$ cat src/rtl/div_pkg.sv
// Shared definitions for the iterative divider: op-field bit positions,
// FSM state encoding and iteration-count helpers.
package div_pkg;

  localparam int DIV_OP_UNSIGNED = 0;
  localparam int DIV_OP_REM      = 1;
  localparam int DIV_OP_WORD     = 2;

  typedef enum logic [1:0] {
    IDLE,
    CALC,
    OUTPUT
  } div_state_t;

  // Value loaded into the step counter: one cycle per BPC quotient bits.
  function automatic int unsigned div_iter_count(input int unsigned n, input int unsigned bpc);
    return n / bpc - 1;
  endfunction

  // Counter width large enough to hold div_iter_count(xlen, bpc).
  function automatic int unsigned div_cnt_w(input int unsigned xlen, input int unsigned bpc);
    return $clog2(xlen / bpc);
  endfunction

endpackage

$ cat src/rtl/div_step.sv
// One restoring division step: shift in the next dividend bit and
// subtract the divisor when it fits.
module div_step #(
  parameter int W = 64
) (
  input  logic [W-1:0] rem_in,
  input  logic         dividend_bit,
  input  logic [W-1:0] divisor,
  output logic [W-1:0] rem_out,
  output logic         quo_bit
);

  logic [W:0] rem_shift;
  logic [W:0] diff;

  // NOTE: every output of an always_comb gets a value on every path, so no latch can be inferred.
  always_comb begin
    rem_shift = {rem_in, dividend_bit};
    diff      = rem_shift - {1'b0, divisor};
    quo_bit   = (rem_shift >= {1'b0, divisor});
    rem_out   = quo_bit ? diff[W-1:0] : rem_shift[W-1:0];
  end

endmodule

$ cat src/rtl/div_iter_param.sv
// Parametrised iterative restoring divider with tag, back-pressure and flush.
// Optional macro DIV_EARLY_OUT_EN adds a one-cycle path for b == 0 or |a| < |b|.
module div_iter_param
  import div_pkg::*;
#(
  parameter int XLEN  = 64,
  parameter int BPC   = 1,
  parameter int TAG_W = 6
) (
  input  logic             clk,
  input  logic             rst,
  input  logic             req_valid,
  output logic             req_ready,
  input  logic [2:0]       req_op,
  input  logic [XLEN-1:0]  req_a,
  input  logic [XLEN-1:0]  req_b,
  input  logic [TAG_W-1:0] req_tag,
  input  logic             flush,
  output logic             resp_valid,
  input  logic             resp_ready,
  output logic [XLEN-1:0]  resp_result,
  output logic [TAG_W-1:0] resp_tag
);

  localparam int CNT_W = div_cnt_w(XLEN, BPC);
  localparam logic [CNT_W-1:0] CNT_FULL = CNT_W'(div_iter_count(XLEN, BPC));
  localparam logic [CNT_W-1:0] CNT_WORD = CNT_W'(div_iter_count(32, BPC));

  function automatic logic [XLEN-1:0] sext32(input logic [31:0] v);
    logic [XLEN-1:0] r;
    r       = {XLEN{v[31]}};
    r[31:0] = v;
    return r;
  endfunction

  function automatic logic [XLEN-1:0] zext32(input logic [31:0] v);
    logic [XLEN-1:0] r;
    r       = '0;
    r[31:0] = v;
    return r;
  endfunction

  div_state_t       state;
  logic [XLEN-1:0]  dividend;
  logic [XLEN-1:0]  divisor;
  logic [XLEN-1:0]  rem;
  logic [XLEN-1:0]  quo;
  logic             sign_a;
  logic             sign_b;
  logic             op_rem;
  logic             op_word;
  logic             steps_done;
  logic [CNT_W-1:0] count;

  logic             req_word;
  logic             req_unsigned;
  logic [XLEN-1:0]  a_ext;
  logic [XLEN-1:0]  b_ext;
  logic [XLEN-1:0]  a_mag;
  logic [XLEN-1:0]  b_mag;
  logic             a_neg;
  logic             b_neg;

  logic [XLEN-1:0]  rem_chain [0:BPC];
  logic [BPC-1:0]   quo_bits;
  logic [XLEN-1:0]  quo_fix;
  logic [XLEN-1:0]  rem_fix;
  logic [XLEN-1:0]  result;

  assign req_ready = (state == IDLE) && !flush;

  // Word ops only exist on a 64-bit datapath.
  always_comb begin
    req_word     = (XLEN == 64) && req_op[DIV_OP_WORD];
    req_unsigned = req_op[DIV_OP_UNSIGNED];
    a_ext        = req_a;
    b_ext        = req_b;
    if (req_word) begin
      a_ext = req_unsigned ? zext32(req_a[31:0]) : sext32(req_a[31:0]);
      b_ext = req_unsigned ? zext32(req_b[31:0]) : sext32(req_b[31:0]);
    end
    a_neg = !req_unsigned && a_ext[XLEN-1];
    b_neg = !req_unsigned && b_ext[XLEN-1];
    a_mag = a_neg ? -a_ext : a_ext;
    b_mag = b_neg ? -b_ext : b_ext;
  end

  assign rem_chain[0] = rem;

  for (genvar i = 0; i < BPC; i++) begin : g_step
    div_step #(.W(XLEN)) u_step (
      .rem_in       (rem_chain[i]),
      .dividend_bit (dividend[XLEN-1-i]),
      .divisor      (divisor),
      .rem_out      (rem_chain[i+1]),
      .quo_bit      (quo_bits[BPC-1-i])
    );
  end

  // Sign fix-up; a zero divisor leaves the all-ones quotient untouched.
  always_comb begin
    quo_fix = ((sign_a ^ sign_b) && (divisor != '0)) ? -quo : quo;
    rem_fix = sign_a ? -rem : rem;
    result  = op_rem ? rem_fix : quo_fix;
    if (op_word) result = sext32(result[31:0]);
  end

  // NOTE: only control state and the response registers are reset; the
  // datapath registers are always loaded on accept before they are read.
  // NOTE: sequential state uses non-blocking assignments so every register
  // samples pre-edge values regardless of statement order.
  always_ff @(posedge clk) begin
    if (rst) begin
      state       <= IDLE;
      resp_valid  <= 1'b0;
      resp_result <= '0;
      resp_tag    <= '0;
    end else if (flush) begin
      state      <= IDLE;
      resp_valid <= 1'b0;
    end else begin
      case (state)
        IDLE: begin
          if (req_valid) begin
            // Word dividends are left-aligned so the MSB-first walk starts at bit 31.
            dividend   <= req_word ? (a_mag << 32) : a_mag;
            divisor    <= b_mag;
            rem        <= '0;
            quo        <= '0;
            sign_a     <= a_neg;
            sign_b     <= b_neg;
            op_rem     <= req_op[DIV_OP_REM];
            op_word    <= req_word;
            resp_tag   <= req_tag;
            count      <= req_word ? CNT_WORD : CNT_FULL;
            steps_done <= 1'b0;
            state      <= CALC;
`ifdef DIV_EARLY_OUT_EN
            // Trivial cases skip the steps and go straight to the fix-up cycle.
            if ((b_mag == '0) || (a_mag < b_mag)) begin
              quo        <= (b_mag == '0) ? '1 : '0;
              rem        <= a_mag;
              steps_done <= 1'b1;
            end
`endif
          end
        end
        CALC: begin
          if (!steps_done) begin
            dividend <= dividend << BPC;
            rem      <= rem_chain[BPC];
            quo      <= {quo[XLEN-BPC-1:0], quo_bits};
            if (count == '0) steps_done <= 1'b1;
            else             count      <= count - 1'b1;
          end else begin
            resp_result <= result;
            resp_valid  <= 1'b1;
            state       <= OUTPUT;
          end
        end
        OUTPUT: begin
          if (resp_ready) begin
            resp_valid <= 1'b0;
            state      <= IDLE;
          end
        end
        default: state <= IDLE;
      endcase
    end
  end

endmodule

$ cat config.mk
export PLATFORM = sky130hd
export DESIGN_NAME = div_iter_param
export DESIGN_NICKNAME = d
export VERILOG_FILES = /design/src/rtl/div_pkg.sv /design/src/rtl/div_step.sv /design/src/rtl/div_iter_param.sv
export SDC_FILE = /design/constraint.sdc
export NUM_CORES = 1
export LEC_CHECK = 0
export CAP_MARGIN = 10
export CORE_ASPECT_RATIO = 2
export CORE_MARGIN = 4
export CORE_UTILIZATION = 45
export DETAILED_ROUTE_END_ITERATION = 7
export GPL_TIMING_DRIVEN = 0
export PLACE_DENSITY = 0.72
export SYNTH_ARGS = -nofsm -noshare
export SYNTH_HDL_FRONTEND = slang
export SYNTH_HIERARCHICAL = 1
export SYNTH_SLANG_ARGS = --single-unit
$ cat constraint.sdc
create_clock -name clk -period 47.7 [get_ports clk]
set_input_delay 14.31 -clock clk [delete_from_list [all_inputs] [get_ports clk]]
set_output_delay 14.31 -clock clk [all_outputs]
set_load 0.05 [all_outputs]
==> results list <==
- Result of the run: finished, final reports clean
* Final Power: 0.000758 W
* Arithmetic-cell share of the synthesized area counting full adders, half adders and majority gates: 3.60%
* DR vias: 23700
- Critical Path End Type: output port
- Overall die height: 338 um
* Most prevalent standard cell on the critical path: clkdlybuf4s50_1
- At the end of routability-driven placement, the weighted congestion stood at 1.10.
- Once layout is complete, the cells apart from fillers number 3782.
- Final hold violation count: 0
- The worst path in the final design needs a cycle of 30450 ps, including I/O delays and setup.
- Setup repair after global routing left no endpoint under its margin.
- Global Route met3 Usage: 4.30%
- Net switching is 29.4% of the power.
* Routing usage on met1: 31.0%
- Across the VDD grid, the largest voltage drop is 0.0000189 V.
- GRT overflow: 0
* Setup clock skew after layout: 36.7 ps
* # hold bufs at CTS: 0
* Flip-flop and latch count after synthesis: 340
* Share of flip-flops with an asynchronous set or reset after synthesis: 0%
- Detailed placement finished with a half-perimeter wire length of 86500 um.
* Highest attainable clock frequency: 0.0328 GHz
- Hold timing on the final database bottoms out at a slack of 438 ps.
* Net switching power figure: 0.000223 W
- Buffers on Ports: 211
- For the worst setup path, the data arrival time is 16140 ps.
- The final-report max-slew violation count came to 0.
- Simple-Gate Fraction of Synth Area: 22.6%
* Die Wd: 173 um
- In this run the standard cell core region covers 0.0538 mm^2.
* Share of layout cells above drive strength 1: 5.06%
* Number of search-and-repair iterations in the first detailed-routing pass: 6
* Pin count of the biggest net entering global routing: 69
* Slowest stage delay, CP: 890 ps
- The clock net in this run drives a total of 340 sinks.
- In this run the static leakage power is 9.99 nW.
* Worst slew pin tran: 1330 ps
* Worst hold path class: flop to flop
- Type of origin of the critical path: primary input
- CTS tree: done
- The first global-routing pass estimated 151000 um of wire.
* Ys flop type: edfxtp_1
- The synthesized netlist devotes 20.2% of its cell area to compound gates.
- Global routing consumed, on the met2 layer, 63.7% of the routing resources.
- Initial standard-cell utilization of the core: 45.6%
- The Yosys step of the flow raised 6 warnings.
* Longest Clk Path Bufs: 3
* Mux share of post-synthesis cell area: 1.61%
- Measured in cells, the most critical reg-to-reg path has a length of 13.
- Instance count after placement with tap cells included: 3708
* Num CTS Buffers: 35
- In this run, distinct cell masters in the synthesized netlist total 100.
- Gates resized during post-CTS repair numbered 0.
- Synthesis-to-finish area growth: 17.6%
- Setup violations remaining at the end of the flow were counted as 0.
- Sequential cells account for 45.1% of the total power.
- Worst setup path category: primary input to output port
- At the end of the flow, the number of nets in the layout was 3286.
- STA puts the critical path data required time at 33390 ps.
* Initial antenna violation count: 11
- 214 I/O pins were placed.
- After synthesis, the mean cell area works out to 8.71 um^2.
- Setup bufs post-CTS: 0
* Relative slew slack: 10.8%
- Post-Syn Area: 0.0245 mm^2
* Part of the cycle the worst path needs: 63.8%
* Number of design rule violations left after detail routing: 0
- Power spread over the standard cell area amounts to 26.3 mW/mm^2.
- Comb power frac: 19.1%
- Clock-pin slew was measured on the worst setup and hold paths at 60 ps.
* Power Internal: 0.000535 W
* Sequential element share of the synthesized area: 38.6%
- The root buffer cell chosen for the clock tree is clkbuf_16.
* Routed wire length: 104000 um
* Num rows: 120
- At the later pin of the worst-skew pair, clock insertion delay measures 570 ps.
- The die covers 0.0585 mm^2.
* Detail-routed net length per standard cell: 27.4 um
- The H-tree was split into 2 levels.
- Number of stages on the worst hold path: 2
* First DRT Iteration DRCs: 2073
- Traced cell by cell, the critical path runs through clkdlybuf4s50_1 > nor3_1 > clkdlybuf4s50_1.
* Worst-path maximum fanout: 6
* Number of flops mapped to enable cells by yosys: 267
* Cell with the largest stage delay on the worst path: clkdlybuf4s50_1
- By area, the combinational part of the netlist is dominated by simple AND/OR/NAND/NOR gates.
- Counting every net in the synthesized netlist gives 3027.
* Setup tns final: 0 ps
- Clock group share of total power: 35.7%
- Max-cap violations in this run came to 0.
- Using the TritonRoute via totals, the vias-per-cell ratio works out to 6.27.
* Xor/xnor cell area share of the yosys netlist: 9.11%
* Post-synthesis instance total: 2815
* Total GRT Usage: 34.0%
- met2 is the most crowded layer.
* Residual antenna-violating net count after detailed routing: 0
* Number of global-route vias before repair: 24100
-- stage by stage --
step | worst slack, ps | cell area, um^2 | util (%)
finish | 17250 | 28800 | 53.6
global route | 17180 | 28800 | 53.6
floorplan | 17970 | 24500 | -
CTS | 17250 | 28800 | 53.6
global placement | 17330 | 27500 | 51.1
detailed placement | 17270 | 27700 | 51.6
-- synth_stat cells (29+ instances only) --
cell type / n / share of area (%)
o21ai_0: 207 / 4.2
xor2_1: 109 / 3.9
edfxtp_1: 267 / 33
o21ai_1: 45 / 0.92
nor2_1: 215 / 3.3
nand2_1: 288 / 4.4
dfxtp_1: 73 / 6.0
o31ai_1: 45 / 1.4
nand3_1: 62 / 1.3
nor4_1: 82 / 2.1
nor3_1: 102 / 2.1
clkbuf_1: 119 / 1.8
a31oi_1: 34 / 0.87
or3_1: 38 / 0.97
nand4_1: 31 / 0.79
a21oi_1: 184 / 3.8
and2_1: 132 / 3.4
inv_1: 114 / 1.7
ha_1: 69 / 3.5
xnor2_1: 146 / 5.2
or4_1: 29 / 0.89
-- state kept, by name (all words and copies together) (netlist names) --
signal       count
op_word          1
divisor         64
resp_result     64
quo             64
state            2
resp_tag         6
steps_done       1
rem             64
sign_a           1
dividend        64
sign_b           1
resp_valid       1
count            6
op_rem           1
-- worst paths after layout --
kind	start	to	slack (ps)
worst max register to register	rem[9]	rem[60]	43100
worst min-delay path	resp_result[18]	resp_result[18]	440
worst min register to register	resp_result[18]	resp_result[18]	440
worst max-delay path	flush	req_ready	17250
-- cells by family after synthesis --
group	count (synthesis)
xor+xnor	255
fa+ha+maj	70
simple gates	1089
buf+inv	260
compound gates	767
flops	340
mux	34
-- layout make-up --
type                    instances  area [um^2]
fillers                      5004        24900
multi-input cells            2215        14000
flip-flops and latches        340         9480
repair buffers                222         2310
clock buffers                  45          945
well taps                     671          840
plain buffers                 144          597
inverters                     116          443
clock inverters                19          151
diodes                         10         25.0
-- layer usage --
| metal | wire [um] | vias up |
|---|---|---|
| met3 | 5130 | 433 |
| met1 | 32400 | 11300 |
| met4 | 12100 | 0 |
| met2 | 54000 | 1126 |
| li1 | - | 10900 |
| met5 | 0 | - |
-- power by group through the flow --
stage               clock, W  sequential (W)  combinational (W)
floorplan                  0        0.000350          0.0000827
global placement           0        0.000352           0.000139
detailed placement         0        0.000348           0.000143
CTS                 0.000273        0.000342           0.000143
global route        0.000284        0.000343           0.000156
finish              0.000271        0.000342           0.000145
-- cell usage in the layout (no fill, tap or decap), types with 45 or more instances in the layout --
| cell | instances |
|---|---|
| ha_1 | 69 |
| xor2_1 | 109 |
| edfxtp_1 | 267 |
| clkbuf_1 | 127 |
| and2_1 | 132 |
| a21oi_1 | 183 |
| nor3_1 | 102 |
| o21ai_1 | 45 |
| nor4_1 | 80 |
| clkdlybuf4s50_1 | 211 |
| inv_1 | 114 |
| nor2_1 | 215 |
| xnor2_1 | 146 |
| o21ai_0 | 207 |
| dfxtp_1 | 73 |
| nand3_1 | 62 |
| o31ai_1 | 45 |
| nand2_1 | 288 |
-- critical path, delay by kind of cell --
kind,cells,cell delay (ps)
and+or+nand+nor,1,410
buffers and inverters,2,1410
Note: power is estimated with default switching activity, not from simulation.
